$ cat config.mk
export PLATFORM = sky130hd
export DESIGN_NAME = training_sample_sequencer
export DESIGN_NICKNAME = d
export VERILOG_FILES = /design/src/rtl/training_sample_sequencer_pkg.sv /design/src/rtl/training_sample_sequencer_lfsr.sv /design/src/rtl/training_sample_sequencer.sv
export SDC_FILE = /design/constraint.sdc
export NUM_CORES = 1
export LEC_CHECK = 0
export ABC_AREA = 1
export BUFFER_PORTS_ARGS = -buffer_cell sky130_fd_sc_hd__buf_2
export CORE_UTILIZATION = 43
export CTS_CLUSTER_SIZE = 40
export DETAILED_ROUTE_END_ITERATION = 6
export PLACE_DENSITY = 0.78
export RECOVER_POWER = 25
export SLEW_MARGIN = 20
export SYNTH_ARGS = -nofsm -noshare
export SYNTH_HDL_FRONTEND = slang
export SYNTH_SLANG_ARGS = --single-unit
$ cat constraint.sdc
create_clock -name clk -period 1.43 [get_ports clk]
set_input_delay 0.3575 -clock clk [delete_from_list [all_inputs] [get_ports clk]]
set_output_delay 0.3575 -clock clk [all_outputs]
set_load 0.01 [all_outputs]
$ cat src/rtl/training_sample_sequencer_pkg.sv
// Shared data type, layer constants, dataset defaults and FSM encoding for the
// training sample sequencer.
package training_sample_sequencer_pkg;

    typedef logic signed [15:0] data_type;

    localparam int unsigned L1 = 2;
    localparam int unsigned L2 = 4;
    localparam int unsigned L3 = 4;
    localparam int unsigned L4 = 1;

    localparam int unsigned SIZE_OF_X_DEFAULT = 2048;
    localparam int unsigned EPOCHS_DEFAULT    = 100;

    typedef enum logic [2:0] {
        StIdle,
        StFetch,
        StLoad,
        StPresent,
        StDone
    } seq_state_e;

    // Galois tap masks for maximal-length LFSRs; widths outside the table fall back
    // to a single MSB tap, which still never locks up on a non-zero seed.
    function automatic logic [31:0] lfsr_taps(input int unsigned width);
        case (width)
            2:       return 32'h0000_0003;
            3:       return 32'h0000_0006;
            4:       return 32'h0000_000C;
            5:       return 32'h0000_0014;
            6:       return 32'h0000_0030;
            7:       return 32'h0000_0060;
            8:       return 32'h0000_00B8;
            9:       return 32'h0000_0110;
            10:      return 32'h0000_0240;
            11:      return 32'h0000_0500;
            12:      return 32'h0000_0E08;
            default: return 32'h0000_0001 << (width - 1);
        endcase
    endfunction

endpackage

$ cat src/rtl/training_sample_sequencer_lfsr.sv
// sample_lfsr: Galois LFSR producing the per-epoch address mask. Exposes the
// next-state mask so the address register can load idx ^ mask in the same edge.
module sample_lfsr
    import training_sample_sequencer_pkg::*;
#(
    parameter int unsigned WIDTH = 11,
    parameter int unsigned SEED  = 'h5A5
) (
    input  logic             clk,
    input  logic             reset,
    input  logic             step,
    output logic [WIDTH-1:0] mask_next
);

    localparam logic [31:0]      TAPS_FULL = lfsr_taps(WIDTH);
    localparam logic [WIDTH-1:0] TAPS      = TAPS_FULL[WIDTH-1:0];
    localparam logic [31:0]      SEED_FULL = SEED;
    localparam logic [WIDTH-1:0] SEED_W    = SEED_FULL[WIDTH-1:0];

    logic [WIDTH-1:0] mask_q;
    logic [WIDTH-1:0] stepped;

    always_comb begin
        stepped = mask_q >> 1;
        if (mask_q[0]) begin
            stepped = stepped ^ TAPS;
        end
        mask_next = step ? stepped : mask_q;
    end

    always_ff @(posedge clk or negedge reset) begin
        if (!reset) begin
            mask_q <= SEED_W;
        end else begin
            mask_q <= mask_next;
        end
    end

endmodule

$ cat src/rtl/training_sample_sequencer.sv
// Walks the training set sample by sample and epoch by epoch, presenting each sample
// over valid/ready. Define SAMPLE_SHUFFLE_EN to XOR addresses with a per-epoch LFSR mask.
module training_sample_sequencer
    import training_sample_sequencer_pkg::*;
#(
    parameter int unsigned SIZE_OF_X = SIZE_OF_X_DEFAULT,
    parameter int unsigned EPOCHS    = EPOCHS_DEFAULT,
    parameter int unsigned ADDR_W    = 11,
    parameter int unsigned EP_W      = 8,
    parameter int unsigned LFSR_SEED = 'h5A5
) (
    input  logic              clk,
    input  logic              reset,
    input  logic              enable,
    output logic [ADDR_W-1:0] address,
    input  data_type          X0,
    input  data_type          X1,
    input  data_type          Y,
    output data_type          a1_0,
    output data_type          a1_1,
    output data_type          y_0,
    output logic              sample_valid,
    input  logic              sample_ready,
    output logic              epoch_done,
    output logic [EP_W-1:0]   epoch,
    output logic              train_done
);

    if (SIZE_OF_X != (32'd1 << ADDR_W)) begin : g_bad_size
        $error("SIZE_OF_X must equal 2**ADDR_W");
    end
    if (EPOCHS == 0 || EPOCHS >= (32'd1 << EP_W)) begin : g_bad_epochs
        $error("EPOCHS must be non-zero and below 2**EP_W");
    end
    if (LFSR_SEED == 0) begin : g_bad_seed
        $error("LFSR_SEED must be non-zero");
    end

    localparam logic [ADDR_W-1:0] LAST_IDX    = ADDR_W'(SIZE_OF_X - 1);
    localparam logic [EP_W-1:0]   LAST_EPOCHS = EP_W'(EPOCHS);

    seq_state_e        state_q, state_d;
    logic [ADDR_W-1:0] idx_q, idx_d;
    logic [ADDR_W-1:0] addr_q, addr_d;
    data_type          a1_0_q, a1_0_d, a1_1_q, a1_1_d, y_0_q, y_0_d;
    logic              valid_q, valid_d;
    logic              epoch_done_q, epoch_done_d;
    logic [EP_W-1:0]   epoch_q, epoch_d;
    logic              train_done_q, train_done_d;

    always_comb begin
        state_d      = state_q;
        idx_d        = idx_q;
        a1_0_d       = a1_0_q;
        a1_1_d       = a1_1_q;
        y_0_d        = y_0_q;
        valid_d      = valid_q;
        epoch_done_d = 1'b0;
        epoch_d      = epoch_q;
        train_done_d = train_done_q;

        unique case (state_q)
            StIdle: begin
                if (enable && !train_done_q) begin
                    state_d = StFetch;
                end
            end
            StFetch: begin
                state_d = StLoad;
            end
            StLoad: begin
                a1_0_d  = X0;
                a1_1_d  = X1;
                y_0_d   = Y;
                valid_d = 1'b1;
                state_d = StPresent;
            end
            StPresent: begin
                if (valid_q && sample_ready) begin
                    valid_d = 1'b0;
                    idx_d   = idx_q + 1'b1;
                    state_d = enable ? StFetch : StIdle;
                    if (idx_q == LAST_IDX) begin
                        epoch_done_d = 1'b1;
                        epoch_d      = epoch_q + 1'b1;
                        if (epoch_d == LAST_EPOCHS) begin
                            train_done_d = 1'b1;
                            state_d      = StDone;
                        end
                    end
                end
            end
            StDone: begin
                valid_d      = 1'b0;
                train_done_d = 1'b1;
            end
            default: begin
                state_d = StIdle;
            end
        endcase
    end

`ifdef SAMPLE_SHUFFLE_EN
    localparam logic [31:0]       SEED_FULL  = LFSR_SEED;
    localparam logic [ADDR_W-1:0] ADDR_RESET = SEED_FULL[ADDR_W-1:0];

    logic [ADDR_W-1:0] mask_next;

    // The mask steps on the same edge that wraps idx, so the first address of a
    // new epoch already carries the new mask.
    sample_lfsr #(
        .WIDTH(ADDR_W),
        .SEED (LFSR_SEED)
    ) u_sample_lfsr (
        .clk      (clk),
        .reset    (reset),
        .step     (epoch_done_d),
        .mask_next(mask_next)
    );

    assign addr_d = idx_d ^ mask_next;
`else
    localparam logic [ADDR_W-1:0] ADDR_RESET = '0;

    assign addr_d = idx_d;
`endif

    always_ff @(posedge clk or negedge reset) begin
        if (!reset) begin
            state_q      <= StIdle;
            idx_q        <= '0;
            addr_q       <= ADDR_RESET;
            a1_0_q       <= '0;
            a1_1_q       <= '0;
            y_0_q        <= '0;
            valid_q      <= 1'b0;
            epoch_done_q <= 1'b0;
            epoch_q      <= '0;
            train_done_q <= 1'b0;
        end else begin
            state_q      <= state_d;
            idx_q        <= idx_d;
            addr_q       <= addr_d;
            a1_0_q       <= a1_0_d;
            a1_1_q       <= a1_1_d;
            y_0_q        <= y_0_d;
            valid_q      <= valid_d;
            epoch_done_q <= epoch_done_d;
            epoch_q      <= epoch_d;
            train_done_q <= train_done_d;
        end
    end

    assign address      = addr_q;
    assign a1_0         = a1_0_q;
    assign a1_1         = a1_1_q;
    assign y_0          = y_0_q;
    assign sample_valid = valid_q;
    assign epoch_done   = epoch_done_q;
    assign epoch        = epoch_q;
    assign train_done   = train_done_q;

endmodule

==> impl_metrics.tcl <==
set metrics [dict create \
    setup_violations 3 \
    r2r_cells 8 \
    grt_max_degree 35 \
    finalCriticalPeriod_ns 1.45 \
    via_per_inst 4.69 \
    antennaDiodeCount 0 \
    ios 122 \
    critPathMaxStageDelay_ns 0.41 \
    path_depth 8 \
    final_cell_mix "buf_2 (119), dfrtp_1 (70), mux2_2 (49), nand2_1 (34), buf_4 (20)" \
    hp-class "primary input to flip-flop" \
    rsz0062_at_grt "yes" \
    crit_top_cell "nor2_4" \
    htree_levels 3 \
    core_area_sq_mm 0.00683 \
    hpwl_mm 4.91 \
    cp.arrival_ns 1.68 \
    route.detailed.drc 0 \
    synth_nets 304 \
    yosysUniqueCellTypes 21 \
    clock-sinks 73 \
    drive_gt1_share_pct 60.9 \
    layout_commonest_cell "buf_2" \
    peakVddDrop_uv 1140 \
    ys_warn_count 0 \
    hold_violations 0 \
    cts_made_buffers 9 \
    drv_slew 0 \
    r2r-end "epoch[2]$_DFFE_PN0P_" \
    vias 2415 \
    netlist_instances 250 \
    wl_met1_mm 2.86 \
    synth_seq_cells 73 \
    drt_iter0_drc 88 \
    grt_pass1_wl_mm 10.9 \
    end_kind "flip-flop" \
    worst_pin_slew_ns 0.741 \
    cp_max_fo 3 \
    clk_pin_slew_worst_paths_ns 0.09 \
    slew-limit-headroom_pct 50.6 \
    antenna_found_initial 0 \
    grt_pass1_vias 2449 \
    top_layer_used "met4" \
    wirelength_mm 7.10 \
    avgSynthCellArea_sq_um 12.3 \
    crit_buf_inv 1 \
    dieArea_sq_mm 0.00749 \
    drv_cap 0 \
    routed-wl-met3_um 365 \
    fin_skew_ns 0.0109 \
    power.static_leakage_nw 2.27 \
    status "finished with violations" \
    num_rows 30 \
    root_buffer "clkbuf_8" \
    die_w_um 86.5 \
    cts_tree "done" \
    clk_latency_ns 0.36 \
    critical_path.top_delay_family "simple AND/OR/NAND/NOR gates" \
    start_kind "flip-flop" \
    crit_end "epoch[2]$_DFFE_PN0P_" \
    reg2reg_from "state_q[2]$_DFFE_PN0P_" \
    nets 468 \
    max_clock_freq_ghz 0.690 \
    ant_nets 0 \
    initial_core_util_pct 45.0 \
    synth_seq_area_share_pct 59.4 \
    grt-ovfl-total 0 \
    worstPathRequired_ns 1.66 \
    wl_met2_mm 3.74 \
    cp-startpoint "state_q[2]$_DFFE_PN0P_" \
    timing_worst_setup_path_type "flip-flop to flip-flop" \
    clockBufferDepth 2 \
    reg2reg_slack_ns -0.02 \
    cp_slowest_cell "dfrtp_1" \
    post-route-worst-setup-slack_ns -0.0199 \
    fp.dieH_um 86.5 \
    pre_cts_slack_ns -0.0753 \
    area_growth_pct 47.1 \
    post-route-period-util_pct 101 \
    setup-tns-final_ns -0.0378 \
    port_buffers 121 \
    netlist_area_sq_mm 0.00307 \
    violations "negative setup slack" \
    pwr_density_cell_mw_per_mm2 1930 \
    dr.pass1.iters 4 \
    wl_per_cell_um 13.8 \
    routabilityCongestion 0.813 \
    worstPathCellList "buf_6 -> nor2_4 -> nand2_4 -> nor2_8 -> nand4_4 -> nor2_4 -> nand2_1 -> xor2_1" \
    grt_usage_pct 19.2 \
]
==> how the worst min path moves through the flow <==
stage | startpoint | endpoint | slack (ns) | cells after the start
6_report | X0[6] | a1_0[6]$_DFFE_PN0P_ | 0.22 | 2
3_3_place_gp | reset | a1_0[5]$_DFFE_PN0P_ | 0.27 | 1
2_1_floorplan | reset | a1_0[0]$_DFFE_PN0P_ | 0.06 | 0
3_5_place_dp | reset | a1_0[5]$_DFFE_PN0P_ | 0.27 | 1
5_1_grt | Y[6] | y_0[6]$_DFFE_PN0P_ | 0.22 | 2
4_1_cts | X0[14] | a1_0[14]$_DFFE_PN0P_ | 0.22 | 2
==> cell families after synthesis <==
group           synth area share [%]
buf+inv                         3.18
fa+ha+maj                      0.814
flops                           59.4
mux                             18.0
compound gates                  1.63
xor+xnor                        3.71
simple gates                    13.3
==> sequential cells by signal, indices dropped and copies added (netlist names) <==
signal,flops
a1_1,16
y_0,16
sample_valid,1
train_done,1
epoch,8
state_q,3
address,11
epoch_done,1
a1_0,16
==> through the flow <==
stage	utilization, %	cells	total power, mW	instance area, sq um	hold slack [ns]
2_1_floorplan	-	250	5.29	3080	0.0619
3_3_place_gp	58.6	488	6.55	4010	0.270
3_5_place_dp	58.6	488	6.70	4010	0.269
4_1_cts	63.0	509	8.53	4300	0.216
5_1_grt	66.2	515	9.26	4520	0.222
6_report	66.2	515	8.72	4520	0.224
==> worst register-to-register path: cells and delay by family, from the launching register on <==
family	cells	cell delay, ns
AND/OR/NAND/NOR	6	0.63
flip-flops	1	0.41
XOR/XNOR	1	0.15
buffers and inverters	1	0.14
==> Yosys cell counts <==
library cell | count | area (sq um)
dfrtp_1 | 73 | 1830
mux2_2 | 49 | 552
nand2_1 | 39 | 146
inv_1 | 18 | 67.6
nor2_1 | 14 | 52.6
nand3_1 | 13 | 65.1
xor2_1 | 9 | 78.8
o21ai_0 | 7 | 35.0
nor3_1 | 4 | 20.0
xnor2_1 | 4 | 35.0
buf_2 | 3 | 15.0
nor2_4 | 3 | 33.8
buf_4 | 2 | 15.0
ha_1 | 2 | 25.0
nand2_2 | 2 | 12.5
nand3b_1 | 2 | 15.0
o21bai_1 | 2 | 15.0
nand2_4 | 1 | 11.3
nand3_2 | 1 | 10.0
nand4_4 | 1 | 21.3
nor2_8 | 1 | 20.0
==> metal layers <==
metal	up-vias	global-route usage [%]
li1	1154	-
met1	1166	22.8
met2	81	33.3
met3	14	3.52
met4	0	10.0
met5	-	0
==> layout make-up <==
cell class	count	area, sq um
fillers	580	2310
flip-flops and latches	73	1830
multi-input cells	154	1290
repair buffers	158	1010
clock buffers	9	124
well taps	96	120
clock inverters	7	77.6
inverters	18	67.6
==> what timing repair did <==
item,4_1_cts,5_1_grt
hold buffers,1,0
endpoints found under the hold margin,10,0
setup buffers,3,4
pin swaps,4,13
setup endpoints to repair,20,48
resized for setup,7,40
cloned,1,2
==> power by group <==
part | internal (mW) | switching [mW]
sequential | 2.88 | 0.404
clock | 0.820 | 0.826
combinational | 2.09 | 1.70
(Power assumes the default switching activity.)
